**config.mk**
```make
export PLATFORM = sky130hd
export DESIGN_NAME = kbd_event_fifo
export DESIGN_NICKNAME = d
export VERILOG_FILES = /design/src/rtl/kbd_event_fifo.sv
export SDC_FILE = /design/constraint.sdc
export NUM_CORES = 1
export LEC_CHECK = 0
export CAP_MARGIN = 20
export CORE_MARGIN = 1.5
export CORE_UTILIZATION = 24
export CTS_CLUSTER_SIZE = 20
export DETAILED_ROUTE_END_ITERATION = 8
export PLACE_DENSITY = 0.37
export RECOVER_POWER = 25
export SETUP_SLACK_MARGIN = 0.2
export SLEW_MARGIN = 20
export SYNTH_ARGS = -nofsm -noshare
export SYNTH_HDL_FRONTEND = slang
export SYNTH_SLANG_ARGS = --single-unit
```
**constraint.sdc**
```tcl
create_clock -name clk -period 4.5 [get_ports clk]
set_clock_uncertainty 0.15 [all_clocks]
set_input_delay 0.9 -clock clk [delete_from_list [all_inputs] [get_ports clk]]
set_output_delay 0.9 -clock clk [all_outputs]
set_load 0.02 [all_outputs]
```
**src/rtl/kbd_event_fifo.sv**
```systemverilog
// Keyboard press-event FIFO: edge-detects ascii_key, pushes new codes (plus auto-repeat under KBD_TYPEMATIC_EN).
// Latency: push visible on rd_data/count one edge after detection; rd_data is first-word-fall-through.
// Backpressure: none upstream; events arriving while full without a pop are dropped and flag sticky overflow.
module kbd_event_fifo #(
  parameter int DEPTH         = 16,
  parameter int REPEAT_DELAY  = 25000000,
  parameter int REPEAT_PERIOD = 5000000
) (
  input  logic                     clk,
  input  logic                     clrn,
  input  logic [7:0]               ascii_key,
  input  logic                     rd_en,
  output logic [7:0]               rd_data,
  output logic                     empty,
  output logic [$clog2(DEPTH):0]   count,
  output logic                     overflow,
  input  logic                     ovf_clr
);

  localparam int AW   = $clog2(DEPTH);
  localparam int CNTW = AW + 1;

  if (DEPTH < 2 || DEPTH > 256 || (DEPTH & (DEPTH - 1)) != 0) begin : g_bad_depth
    $error("kbd_event_fifo: DEPTH must be a power of two in 2..256");
  end
  if (REPEAT_DELAY < 1 || REPEAT_PERIOD < 1) begin : g_bad_repeat
    $error("kbd_event_fifo: REPEAT_DELAY and REPEAT_PERIOD must be at least 1");
  end

  logic [7:0]    mem [DEPTH];
  logic [AW-1:0] wr_ptr;
  logic [AW-1:0] rd_ptr;
  logic [7:0]    prev_key;
  logic          press;
  logic          evt;
  logic          full;
  logic          do_pop;
  logic          do_push;
  logic          drop;

  always_comb press = (ascii_key != 8'h00) && (ascii_key != prev_key);

`ifdef KBD_TYPEMATIC_EN
  typedef enum logic [1:0] {IDLE, DELAY, REPEAT} rpt_state_t;

  localparam int MAXC = (REPEAT_DELAY > REPEAT_PERIOD) ? REPEAT_DELAY : REPEAT_PERIOD;
  localparam int CW   = $clog2(MAXC + 1);

  rpt_state_t    rpt_state;
  logic [CW-1:0] rpt_cnt;
  logic          rpt_fire;

  // rpt_cnt counts cycles since entering DELAY/REPEAT; fire on the last one of the interval.
  always_comb begin
    rpt_fire = 1'b0;
    if (ascii_key != 8'h00 && ascii_key == prev_key) begin
      if (rpt_state == DELAY && rpt_cnt == CW'(REPEAT_DELAY - 1))
        rpt_fire = 1'b1;
      if (rpt_state == REPEAT && rpt_cnt == CW'(REPEAT_PERIOD - 1))
        rpt_fire = 1'b1;
    end
  end

  always_ff @(posedge clk or negedge clrn) begin
    if (!clrn) begin
      rpt_state <= IDLE;
      rpt_cnt   <= '0;
    end else if (ascii_key == 8'h00) begin
      rpt_state <= IDLE;
      rpt_cnt   <= '0;
    end else if (press) begin
      rpt_state <= DELAY;
      rpt_cnt   <= '0;
    end else if (rpt_fire) begin
      rpt_state <= REPEAT;
      rpt_cnt   <= '0;
    end else if (rpt_state != IDLE) begin
      rpt_cnt   <= rpt_cnt + CW'(1);
    end
  end

  always_comb evt = press | rpt_fire;
`else
  always_comb evt = press;
`endif

  always_comb begin
    empty   = (count == '0);
    full    = (count == CNTW'(DEPTH));
    do_pop  = rd_en && !empty;
    do_push = evt && (!full || do_pop);
    drop    = evt && full && !do_pop;
    rd_data = empty ? 8'h00 : mem[rd_ptr];
  end

  always_ff @(posedge clk or negedge clrn) begin
    if (!clrn) begin
      wr_ptr   <= '0;
      rd_ptr   <= '0;
      count    <= '0;
      overflow <= 1'b0;
      prev_key <= 8'h00;
    end else begin
      prev_key <= ascii_key;
      if (do_push) wr_ptr <= wr_ptr + AW'(1);
      if (do_pop)  rd_ptr <= rd_ptr + AW'(1);
      case ({do_push, do_pop})
        2'b10:   count <= count + CNTW'(1);
        2'b01:   count <= count - CNTW'(1);
        default: count <= count;
      endcase
      // A drop in the same cycle as a clear wins so no lost event goes unreported.
      if (drop)         overflow <= 1'b1;
      else if (ovf_clr) overflow <= 1'b0;
    end
  end

  always_ff @(posedge clk) begin
    if (do_push) mem[wr_ptr] <= ascii_key;
  end

endmodule

```
# [Yosys cells after proc, flatten, opt, wreduce, memory -nomap -nowiden]
# Memories as Yosys holds them, arrays and structs flattened.
# Cells that the tools add are included.
[totals] reg_bits=22 ramBits=128 input_bits=12 out_inout_bits=15 wordCells=33 mem_count=1
[op_classes] add_sub_neg=4 n_eq_ne=4 n_mux=6 reduce_logical=13
[memory_table] name="mem" depth=16 word_bits=8 read_ports=1 rd_ports_with_merged_regs=0 wr=1 line_no="30" rtl="logic [7:0] mem [DEPTH];"
[op_table] cell="5-bit one-hot mux with 2 select lines" count=1
[op_table] cell="4-bit by 1-bit adder with 4-bit output, second input constant" count=2
[op_table] cell="8-bit two-way mux" count=1
[op_table] cell="8-bit != test" count=1
[op_table] cell="8-bit nonzero test" count=1
[op_table] cell="5-bit by 1-bit adder with 5-bit output, second input constant" count=1
[op_table] cell="5-bit equality test, second input constant" count=1
[op_table] cell="1-bit logical AND" count=5
[op_table] cell="5-bit logical NOT" count=1
[op_table] cell="5-bit by 1-bit subtractor with 5-bit output, second input constant" count=1
[op_table] cell="1-bit two-way mux" count=4
[op_table] cell="2-bit nonzero test" count=2
[op_table] cell="1-bit logical NOT" count=3
[op_table] cell="2-bit by 1-bit equality test with 1-bit output, second input constant" count=1
[op_table] cell="2-bit equality test, second input constant" count=1
[op_table] cell="1-bit logical OR" count=1

# [Logic depth before layout (Yosys ltp)]
[depth] depth_word=7 ltp_mapped=10 mapped_depth_nobuf=10

# [Worst setup path before layout]
# OpenSTA, ideal clock, no wires.
[synth_timing] path_kind="register to output" startpoint="reg rd_ptr[0]" endpoint="out rd_data[0]" arrival_time_ns=2.140 required_time_ns=3.450 setup_slack_ns=1.310 path_stages_with_launch=6 path_buffers=2 path_cell_list="dfrtp_1 clkbuf_1 buf_2 mux4_2 mux4_2 nor2b_1"
[synth_via] elab_chain_cells=2
[synth_rtl] item="start, declared" line_no="32" rtl="logic [AW-1:0] rd_ptr;"
[synth_rtl] item="start signal, assigned" line_no="106" rtl="if (do_pop) rd_ptr <= rd_ptr + AW'(1);"
[synth_rtl] item="memory 16 x 8 bit"
[synth_rtl] item="8-bit two-way mux" line_no="93" rtl="rd_data = empty ? 8'h00 : mem[rd_ptr];"
[synth_rtl] item="end, declared" line_no="13" rtl="output logic [7:0] rd_data,"
# Every way passes these cells.

# [Worst setup path after layout]
[layout_timing] startpoint="reg rd_ptr[0]" endpoint="out rd_data[2]"
# The elaborated chain is that of the path after synthesis.

==> key figures <==
STA
  • Achievable Freq: 246 MHz
  • Rel. slew slack: between 10% and 20%
  • Final period util: approximately nine tenths
  • Setup_tns: 0 ns
  • Final Setup Violations: 0
  • Min Tclk post-route: 4.06 ns
  • Worst Tran Pin Value: roughly 1.3 ns
  • Slew Limit Fails: 0
  • RSZ-0062 raised after global routing: no
  • Final hold slack: approximately 0.40 ns
  • Final hold viol count: 0

Yosys
  • Area contributors post-synth: edfxtp_1, mux4_2, dfrtp_1
  • Synth area leader: edfxtp_1
  • Mapped Cells: approximately 300
  • Number of synthesis warnings: 0
  • Synth top area share: a little under two thirds
  • Simple logic cell fraction of the synthesized area: 4.77%
  • Cell area after synthesis: 0.00606 mm²
  • Sequential area share after synthesis: 72.5%
  • Compound-Gate Fraction of Synth Area: between 1 and 1.5%
  • Syn Area/Cell: 20.4 µm²
  • Post-Synth XOR/XNOR Area: under 10%
  • Yosys reg bits: 150
  • Largest family of logic cells by synthesized area: multiplexers
  • Count of cell types in the netlist: 35
  • Post-synthesis adder-cell area fraction: 1.98%
  • Syn nets: 318
  • Multiplexer share of the synthesized area: 15.6%

GRT
  • Grt ovf: 0
  • Antenna violations before repair: 0
  • Total Routing Usage GR: 12.1%
  • Largest net degree at the start of global routing: 36
  • Number of global-route vias before repair: 3134
  • First-pass GRT wire length: 21.9 mm

Detailed routing
  • DR vias: 2911
  • Via density: around 4.2
  • Drt first pass iters: 4
  • Routed WL: 14.5 mm
  • Initial DRC Count: 170
  • Post-route ant nets: 0
  • DR WL/cell: between 20 and 25 µm
  • Drt drc: 0

Critical path
  • Top cell by count, worst path: mux4_2
  • CP top delay family: multiplexers
  • R2R Path End: count[4]
  • Worst-path fanout max: 8
  • CP cell instances: buf_4 -> mux4_2 -> mux4_2 -> nor2b_1 -> clkdlybuf4s50_1
  • CP Launch Type: flip-flop
  • Crit path capture type: output pin
  • WP buf/inv: 2
  • FF-to-FF setup slack: about 1.3 ns
  • Critical path type: flip-flop to output pin
  • Critical-path top delay cell: mux4_2
  • Worst R2R Path Depth: 10
  • CP required: 3.45 ns
  • Max stage delay on crit path: between 0.5 and 0.6 ns
  • Worst r2r src: count[0]
  • WP data arrival: 3.01 ns

Clock tree
  • Worst skew pair latency: 0.42 ns
  • CTS Sinks: 150
  • CTS resizes: 0
  • Num CTS Buffers: 17
  • CTS Hold Buffers Added: 0
  • Total setup buffers inserted after CTS: 0
  • Htree depth: 4
  • CTS root buffer: clkbuf_16
  • CTS clk-pin slew, worst paths: about 0.050 ns
  • Deepest clock path buffer count: 2
  • CTS tree: built

Floorplan
  • Rows: 57
  • Die height: 162 µm
  • Core Region: around 0.025 mm²
  • Starting density of the core: roughly a quarter
  • Die ar.: about 0.026 mm²
  • Io pins: 27
  • Die Wd: 162 µm

Min path
  • Hold Path Class: flip-flop to flip-flop
  • Worst hold stages: 2
  • Hold Path End: overflow
  • Hold_sp: overflow

Layout
  • Final nets: between 300 and 400
  • Post-Layout Cell Count: 691
  • Ant diodes: 0
  • Layout cell share with drive strength beyond 1: approximately 27%
  • Synth-to-layout area growth: 21.8%
  • Core Util, Final: roughly 30%
  • Filler cell count: 2439

Placed design
  • Dpl cells: 661
  • Number of port buffers: 26
  • DPL Wire Length: 9.68 mm
  • Gp weighted congestion: around 0.71

Flow run
  • Max-cap violations: 0

Power and ir drop
  • Lkg Pwr: 2.48 nW
  • Total Power: 0.00496 W
  • Peak VDD IR: 0.242 mV
  • Power Dens Cells: ~670 mW/mm²

Status
  • Status: completed
synthesized netlist by cell type:
master / count
and2_1: 8
inv_1: 7
nor2_1: 5
xor2_1: 2
and3b_1: 1
a22oi_1: 1
mux4_2: 40
and2_2: 1
nand3_1: 1
or3b_1: 1
clkbuf_1: 7
fa_1: 1
nor2_4: 1
edfxtp_1: 128
nor2b_4: 1
nor3_1: 4
a21o_4: 1
xnor2_1: 16
a21oi_1: 2
or4_4: 1
nor4_1: 2
nor2b_1: 8
dfrtp_1: 22
buf_2: 3
mux2_4: 3
nor3b_1: 1
ha_1: 8
a21o_1: 2
nand2_1: 8
o21ai_0: 3
buf_6: 1
nor2b_2: 1
nand4_1: 4
o22ai_1: 1
buf_1: 1
cells in the final DEF, fill, tap and decap left out, types with 16 or more instances in the layout:
cell / instances
edfxtp_1: 128
clkbuf_16: 17
mux4_2: 40
clkdlybuf4s50_1: 17
xnor2_1: 16
buf_4: 22
dfrtp_1: 21
layout make-up:
class	instances	area (µm²)	area share, %
timing repair buffer	52	450	6.11
multi-input combinational	128	1580	21.4
clock inverter	13	92.6	1.26
clock buffer	17	425	5.77
tap	324	405	5.50
sequential	150	4400	59.6
inverter	7	26.3	0.356
registers in the layout, indices dropped and copies added (netlist names):
name / cells
wr_ptr: 4
count: 5
mem: 128
rd_ptr: 4
overflow: 1
prev_key: 8
logic make-up (layout without fill, tap and decap cells):
kind of cell,count (synthesis),count (layout)
fa+ha+maj,9,9
simple gates,48,48
flops,150,150
buf+inv,19,89
mux,43,43
xor+xnor,18,18
compound gates,10,10
worst reg2reg max path, stage by stage, from the launching register on:
cell and delay, ns:
dfrtp_1 0.45, or4_4 0.55, nor2_4 0.37, nor2b_2 0.15
and2_2 0.25, fa_1 0.41, a21o_1 0.18, a21oi_1 0.20
nor2_1 0.06, a22oi_1 0.18, xnor2_1 0.14
routing by layer:
metal | vias to the layer above | track usage (%) | wire, µm | part of all wire, %
li1 | 1296 | - | - | -
met1 | 1548 | 16.2 | 6780 | 47
met2 | 52 | 18.8 | 6980 | 48
met3 | 15 | 3.06 | 480 | 3.3
met4 | 0 | 4.63 | 234 | 1.6
met5 | - | 0 | 0 | 0
through the flow:
step	worst slack, ns	instance area [µm²]
6_report	0.439	7380
5_1_grt	0.288	7380
3_3_place_gp	0.726	6880
4_1_cts	0.361	7390
2_1_floorplan	1.31	6060
3_5_place_dp	0.688	6870
how the worst max path moves through the flow:
stage                      start    endpoint  slack [ns]  cells after the start
floorplan              rd_ptr[0]  rd_data[0]        1.31                      5
global placement    ascii_key[7]   mem[2][6]        0.73                      9
detailed placement  ascii_key[7]   mem[2][6]        0.69                      9
CTS                    rd_ptr[0]  rd_data[3]        0.36                      5
global route           rd_ptr[0]  rd_data[3]        0.29                      5
finish                 rd_ptr[0]  rd_data[2]        0.44                      5
power breakdown:
part	internal (W)	switching [W]	total, W
Sequential	0.00181	0.000186	0.00199
Clock	0.000739	0.000529	0.00127
Combinational	0.000865	0.000831	0.00170
Total	0.00341	0.00154	0.00496
No activity file was read; power rests on OpenSTA's default activity.
